### config.mk
export PLATFORM = sky130hd
export DESIGN_NAME = serial_paralelo
export DESIGN_NICKNAME = d
export VERILOG_FILES = /design/src/rtl/serial_pkg.sv /design/src/rtl/com_detector.sv /design/src/rtl/serial_paralelo.sv
export SDC_FILE = /design/constraint.sdc
export NUM_CORES = 1
export LEC_CHECK = 0
export CORE_ASPECT_RATIO = 0.5
export CORE_MARGIN = 8
export CORE_UTILIZATION = 47
export CTS_CLUSTER_SIZE = 8
export DETAILED_ROUTE_END_ITERATION = 8
export HOLD_SLACK_MARGIN = 0.12
export PLACE_DENSITY_LB_ADDON = 0.05
export SYNTH_ARGS = -nofsm -noshare
export SYNTH_HDL_FRONTEND = slang
export SYNTH_SLANG_ARGS = --single-unit
### constraint.sdc
create_clock -name clk_32f -period 2.3 [get_ports clk_32f]
set_input_delay 0.575 -clock clk_32f [delete_from_list [all_inputs] [get_ports clk_32f]]
set_output_delay 0.575 -clock clk_32f [all_outputs]
set_load 0.02 [all_outputs]
### src/rtl/serial_pkg.sv
// serial_pkg: definitions shared by both ends of the serial link
// (paralelo_serial transmitter and serial_paralelo receiver).
//   BYTE_W         - width of one symbol on the link
//   COM_SYMBOL_DEF - comma/idle byte sent while the transmitter has no data
//   state_e        - receiver alignment states
package serial_pkg;

  localparam int unsigned BYTE_W         = 8;
  localparam logic [7:0]  COM_SYMBOL_DEF = 8'hBC;

  typedef enum logic [1:0] {
    SEARCH = 2'd0,  // bit-level hunt for the comma
    SYNC   = 2'd1,  // byte-locked, counting consecutive commas
    ACTIVE = 2'd2   // link up, delivering bytes
  } state_e;

endpackage

### src/rtl/com_detector.sv
// com_detector: serial shift register plus comma compare.
//   clk_i, rst_ni - bit clock, async active-low reset
//   bit_i         - serial data, MSB first
//   nxt_o         - the byte the register will hold after this edge
//   is_com_o      - nxt_o equals COM_SYMBOL
module com_detector
  import serial_pkg::*;
#(
  parameter logic [7:0] COM_SYMBOL = COM_SYMBOL_DEF
) (
  input  logic       clk_i,
  input  logic       rst_ni,
  input  logic       bit_i,
  output logic [7:0] nxt_o,
  output logic       is_com_o
);

  logic [7:0] sr_q;

  // Look-ahead view: the decision on this edge includes the bit being sampled.
  assign nxt_o    = {sr_q[6:0], bit_i};
  assign is_com_o = (nxt_o == COM_SYMBOL);

  always_ff @(posedge clk_i or negedge rst_ni) begin
    if (!rst_ni) sr_q <= '0;
    else         sr_q <= nxt_o;
  end

endmodule

### src/rtl/serial_paralelo.sv
// serial_paralelo: serial-to-parallel receiver for the paralelo_serial link.
//   clk_32f   - bit clock, one bit per rising edge
//   reset     - async active-low reset
//   data_in   - serial data, MSB first
//   data_out  - last received non-comma byte
//   valid_out - data_out holds a new byte (one byte period)
//   idle_out  - last byte was the comma while ACTIVE (one byte period)
//   active    - link aligned and synchronized
module serial_paralelo
  import serial_pkg::*;
#(
  parameter logic [7:0]  COM_SYMBOL = COM_SYMBOL_DEF,
  parameter int unsigned COM_COUNT  = 4   // 1..15
) (
  input  logic       clk_32f,
  input  logic       reset,
  input  logic       data_in,
  output logic [7:0] data_out,
  output logic       valid_out,
  output logic       idle_out,
  output logic       active
);

  localparam logic [3:0] COM_CNT_L = COM_COUNT[3:0];

  logic [7:0] nxt;
  logic       is_com;

  state_e     state_q, state_d;
  logic [2:0] bit_cnt_q, bit_cnt_d;
  logic [3:0] com_cnt_q, com_cnt_d;
  logic [7:0] data_q, data_d;
  logic       valid_q, valid_d;
  logic       idle_q, idle_d;
  logic       active_q, active_d;
  logic       byte_done;

  com_detector #(.COM_SYMBOL(COM_SYMBOL)) u_com (
    .clk_i   (clk_32f),
    .rst_ni  (reset),
    .bit_i   (data_in),
    .nxt_o   (nxt),
    .is_com_o(is_com)
  );

  // bit_cnt==7 marks the edge that samples the LSB of the aligned byte.
  assign byte_done = (bit_cnt_q == 3'd7);

  always_comb begin
    state_d   = state_q;
    bit_cnt_d = bit_cnt_q;
    com_cnt_d = com_cnt_q;
    data_d    = data_q;
    valid_d   = valid_q;
    idle_d    = idle_q;
    active_d  = active_q;
    case (state_q)
      SEARCH: begin
        if (is_com) begin
          // The comma just ended on this edge: that is the byte boundary.
          bit_cnt_d = 3'd0;
          com_cnt_d = 4'd1;
          if (COM_COUNT == 1) begin
            state_d  = ACTIVE;
            active_d = 1'b1;
          end else begin
            state_d = SYNC;
          end
        end
      end
      SYNC: begin
        bit_cnt_d = bit_cnt_q + 3'd1;
        if (byte_done) begin
          if (is_com) begin
            com_cnt_d = com_cnt_q + 4'd1;
            if (com_cnt_q + 4'd1 == COM_CNT_L) begin
              state_d  = ACTIVE;
              active_d = 1'b1;
            end
          end else begin
            // Alignment was a false comma (or the run broke): hunt again.
            state_d   = SEARCH;
            com_cnt_d = 4'd0;
          end
        end
      end
      ACTIVE: begin
        bit_cnt_d = bit_cnt_q + 3'd1;
        if (byte_done) begin
          if (is_com) begin
            idle_d  = 1'b1;
            valid_d = 1'b0;
          end else begin
            data_d  = nxt;
            valid_d = 1'b1;
            idle_d  = 1'b0;
          end
        end
      end
      default: state_d = SEARCH;
    endcase
  end

  always_ff @(posedge clk_32f or negedge reset) begin
    if (!reset) begin
      state_q   <= SEARCH;
      bit_cnt_q <= '0;
      com_cnt_q <= '0;
      data_q    <= '0;
      valid_q   <= 1'b0;
      idle_q    <= 1'b0;
      active_q  <= 1'b0;
    end else begin
      state_q   <= state_d;
      bit_cnt_q <= bit_cnt_d;
      com_cnt_q <= com_cnt_d;
      data_q    <= data_d;
      valid_q   <= valid_d;
      idle_q    <= idle_d;
      active_q  <= active_d;
    end
  end

  assign data_out  = data_q;
  assign valid_out = valid_q;
  assign idle_out  = idle_q;
  assign active    = active_q;

endmodule

==> metrics.md <==
| Metric | Value |
|---|---|
| Status | finished, final reports clean |
| CTS Buffer Depth | 2 |
| Area contributors post-synth | dfrtp_1, mux2_4, ha_1 |
| Cts hold-fix bufs | 0 |
| WL/cell | 16.0 um |
| Layout cell share with drive strength beyond 1 | 22.1% |
| RSZ-0062 raised after global routing | false |
| Worst Path Max Fanout | 9 |
| Buffers on Ports | 13 |
| Core Footprint | 2640 um2 |
| Post-synth EDFFs | 0 |
| Most frequent cells in the layout | dfrtp_1, clkdlybuf4s50_1, mux2_4, ha_1, a22o_1 |
| Critical path's most frequent cell | nor2_8 |
| Synth Instances | 97 |
| Htree depth | 1 |
| Die area | 4880 um2 |
| Setup TNS | 0 ns |
| Post-synth top area share | 50.9% |
| Syn Nets | 107 |
| Nets | 124 |
| Post-synthesis sequential area ratio | 50.9% |
| Row count | 13 |
| R2r worst-path depth | 5 |
| Slew @ Worst Pin | 0.407 ns |
| Total of max-cap violations | 0 |
| Area added between synthesis and finish | 16.8% |
| Largest net degree at the start of global routing | 28 |
| IO Pins | 14 |
| Overall Global Routing Usage | 11.1% |
| Initial antenna violation count | 0 |
| Worst hold stages | 0 |
| Syn. warnings | 0 |
| CP endpoint kind | flip-flop |
| CP bufs+invs | 1 |
| Achievable Freq | 532 MHz |
| Final Max Tran Viols | 0 |
| Worst Hold Class | flip-flop to flip-flop |
| Hold Crit Start | u_com.sr_q[0]$_DFF_PN0_ |
| Postcts setup bufs | 0 |
| Cell Pwr Density | 552 nW/um2 |
| Post-synth top area cell | dfrtp_1 |
| Die Ht | 53.6 um |
| Antenna Nets Post-Route | 0 |
| Vias in the first global route | 858 |
| First-pass GRT wire length | 4150 um |
| Yosys cell types | 37 |
| Maximum VDD drop | 0.275 mV |
| Crit-path cells | clkdlybuf4s50_1, nand4bb_4, nor2_8, nor2_8, mux2_4 |
| DR pass1 iterations | 4 |
| Worst EP required | 2.47 ns |
| Routability cong. | 0.823 |
| Total number of vias | 840 |
| Clock Latency Late Sink | 0.28 ns |
| Final Cycle Share | 81.7% |
| LEAKAGE | 0.695 nW |
| Worst path slowest cell | clkdlybuf4s50_1 |
| Post-route DRC | 0 |
| Antenna diodes | 0 |
| Main synth FF type | dfrtp_1 |
| Sink Count | 27 |
| Worst Skew | 0.00341 ns |
| Yosys reg bits | 27 |
| CTS tree | built |
| Most common cell after layout, fill and taps aside | dfrtp_1 |
| Worst-path clk slew | 0.10 ns |
| Setup crit start | data_in |
| Initial Utilization | 50.4% |
| Critical path type | input port to flip-flop |
| Post-Syn Area | 1330 um2 |
| Worst r2r src | bit_cnt_q[0]$_DFFE_PN0P_ |
| Drt initial violations | 19 |
| Final Hold Viols | 0 |
| CTS resizes | 0 |
| Slew margin rel. | 72.7% |
| Post-synth ARST share | 100% |
| Post-DR vias/cell | 5.60 |
| Post-Synthesis Mean Instance Area | 13.7 um2 |
| Die width | 91.2 um |
| Worst Hold Margin | 0.432 ns |
| Type of origin of the critical path | input port |
| CTS Buf Count | 3 |
| Crit path max-delay family | simple AND/OR/NAND/NOR gates |
| Final WL | 2400 um |
| Number of endpoints failing setup at the final stage | 0 |
| Largest stage delay on the critical path | 0.46 ns |
| Total congestion overflow | 0 |
| Dpl hpwl | 1730 um |
| CP Depth | 5 |
| Root buf cell | clkbuf_8 |
| Tmin final | 1.88 ns |
| Worst EP arrival | 2.05 ns |
-- cell type report --
cell class                      count  area, um2
Fill cell                         210       1080
Sequential cell                    27        676
Multi-Input combinational cell     63        623
Timing Repair Buffer               14        138
Tap cell                           37       46.3
Clock buffer                        3       41.3
Inverter                            5       18.8
Clock inverter                      1       7.51
-- cells in the mapped netlist, drive strengths merged (2+ instances only) --
master and number:
dfrtp 27, mux2 8, ha 7, a22o 6, a21oi 5, inv 5
o21ai 4, nand2 3, nor2 3, nor2b 3, o31ai 3, a21o 2
buf 2, nand3 2, nand4bb 2, o2bb2ai 2
-- flip-flops by register name, indices dropped and copies added (netlist names) --
register	cells
data_out	8
u_com.sr_q	7
com_cnt_q	4
bit_cnt_q	3
state_q	2
active	1
idle_out	1
valid_out	1
-- metrics by stage --
| stage | worst slack [ns] | instance area (um2) | std cells | power, mW | util [%] |
|---|---|---|---|---|---|
| after floorplan | 0.724 | 1330 | 97 | 0.558 | - |
| after global placement | 0.183 | 1500 | 146 | 0.582 | 57.0 |
| after detailed placement | 0.139 | 1500 | 146 | 0.586 | 57.0 |
| after CTS | 0.428 | 1550 | 150 | 0.868 | 58.8 |
| after global routing | 0.317 | 1550 | 150 | 0.904 | 58.8 |
| final | 0.420 | 1550 | 150 | 0.856 | 58.8 |
-- cells by family after synthesis --
group | Yosys count | share of synthesized area, %
simple gates | 19 | 13.8
mux | 8 | 8.77
fa+ha+maj | 7 | 6.60
buf+inv | 7 | 2.17
flops | 27 | 50.9
compound gates | 29 | 17.8
-- metal layers --
| layer | GRT usage, % | vias to the layer above | part of all wire (%) |
|---|---|---|---|
| met5 | 0 | - | 0 |
| met1 | 12.7 | 425 | 47 |
| li1 | - | 396 | - |
| met3 | 4.99 | 4 | 5.8 |
| met2 | 18.9 | 15 | 46 |
| met4 | 4.02 | 0 | 1.1 |
-- worst paths after layout --
kind	end	slack, ns
max	data_out[0]$_DFFE_PN0P_	0.42
min	u_com.sr_q[1]$_DFF_PN0_	0.43
max reg2reg	data_out[0]$_DFFE_PN0P_	0.44
min reg2reg	u_com.sr_q[1]$_DFF_PN0_	0.43
max in group asynchronous	state_q[0]$_DFFE_PN0P_	1.37
min in group asynchronous	data_out[5]$_DFFE_PN0P_	0.67
-- power breakdown --
group	switching, mW	internal (mW)
combinational	0.0474	0.0298
sequential	0.0122	0.488
clock	0.156	0.123
total	0.215	0.641
No activity file was read; power rests on OpenSTA's default activity.
==> RTL change (config.mk and constraints unchanged) <==
Reset style: synchronous (`reset` and `rst_ni`), changed in 2 clocked blocks. Comments in the files are not updated.
--- a/src/rtl/com_detector.sv
+++ b/src/rtl/com_detector.sv
@@ -23,3 +23,3 @@
 
-  always_ff @(posedge clk_i or negedge rst_ni) begin
+  always_ff @(posedge clk_i) begin
     if (!rst_ni) sr_q <= '0;
--- a/src/rtl/serial_paralelo.sv
+++ b/src/rtl/serial_paralelo.sv
@@ -103,3 +103,3 @@
 
-  always_ff @(posedge clk_32f or negedge reset) begin
+  always_ff @(posedge clk_32f) begin
     if (!reset) begin
Function: same outputs for any inputs over 10 cycles, from zero or initial values and one cycle with reset low; that may be too few to reach the edited logic, so the function may still have changed.
==> RTL change against the unedited design <==
- total power down 3.1%
- sequential power down 3%
- sequential cell count unchanged
- sequential share of layout area down 5.7 points
- area after synthesis down 10%
- wire length down 7.6%
- design area down 8.0%
- critical endpoint is now bit_cnt_q[2]$_SDFFE_PN0P_
- register-to-register slack better by 110 ps
- setup slack worse by 66 ps
==> RTL change: results <==
set metrics [dict create \
    wl_um 2217 \
    rrSetupSlack_ps 550 \
    whs_endpoint "u_com.sr_q[6]$_SDFF_PN0_" \
    synthTopCellsByCount "dfxtp_1 (27), nand2_1 (14), nor2_1 (12), o21ai_0 (10), nor2b_1 (9)" \
    num_vias 889 \
    drive_gt1_share_pct 8.276 \
    synth.area.top_cells "dfxtp_1 (45%), ha_1 (7.3%), nor2b_1 (4.7%)" \
    clock_skew_ps 7.724 \
    reg2reg_from "bit_cnt_q[0]$_SDFFE_PN0P_" \
    p_leak_nw 0.5855 \
    syn-num-nets 138 \
    post_drt_wl_per_cell_um 12.18 \
    status "finished clean" \
    ys_dominant_reg_cell "dfxtp_1" \
    grt_first_pass_wirelength_um 3960 \
    worst_pin_slew_ps 492.2 \
    nets 156 \
    worstPathArrival_ps 2110 \
    wl_met1_um 1115 \
    reg2reg_to "data_out[7]$_SDFFE_PN0P_" \
    holdWs_ps 473.3 \
    num-fill-cells 238 \
    min_path_cells 2 \
    gp_congestion 0.7296 \
    grt_start_max_net_pins 27 \
    ys_seq_area_share_pct 45.28 \
    hpwl_um 1638 \
    placed_cell_area_um2 1378 \
]
RTL change: cell families after synthesis:
family / share of synthesized area [%]
AND/OR/NAND/NOR: 25.16
AO/OA/AOI/OAI: 16.88
flip-flops: 45.28
buffers and inverters: 2.831
adder cells (fa/ha/maj): 7.337
multiplexers: 2.516
RTL change: layout make-up:
| class | count | share of cell area [%] |
|---|---|---|
| Sequential cell | 27 | 37.89 |
| Clock inverter | 1 | 0.5263 |
| Timing Repair Buffer | 15 | 10.18 |
| Multi-Input combinational cell | 92 | 43.42 |
| Inverter | 7 | 1.842 |
| Clock buffer | 3 | 2.895 |
| Tap cell | 37 | 3.246 |
RTL change: worst max-delay path by stage:
stage | startpoint | slack (ps) | to | cells past startpoint
2_1_floorplan | data_in | 720 | bit_cnt_q[1]$_SDFFE_PN0P_ | 4
3_3_place_gp | data_in | 80 | bit_cnt_q[1]$_SDFFE_PN0P_ | 5
3_5_place_dp | data_in | 70 | com_cnt_q[0]$_SDFFE_PN0P_ | 5
4_1_cts | data_in | 360 | com_cnt_q[0]$_SDFFE_PN0P_ | 5
5_1_grt | data_in | 260 | bit_cnt_q[2]$_SDFFE_PN0P_ | 5
6_report | data_in | 350 | bit_cnt_q[2]$_SDFFE_PN0P_ | 5
RTL change: power breakdown:
group          leakage, nW  total (mW)  internal [mW]  switching, mW
sequential           0.218       0.484          0.475        0.00929
clock               0.0217       0.275          0.123          0.152
combinational        0.346      0.0703         0.0301         0.0402
total                0.586       0.829          0.628          0.201
RTL change: critical path, stage by stage:
cell and delay, ps:
clkdlybuf4s50_1 520, o41ai_4 500, o21ai_0 250, a32oi_1 200
nor2b_1 60
RTL change: layer usage:
layer | vias up | track usage [%]
met5 | - | 0
met4 | 0 | 3.380
met3 | 2 | 4.232
met2 | 10 | 18.83
met1 | 402 | 13.05
li1 | 475 | -
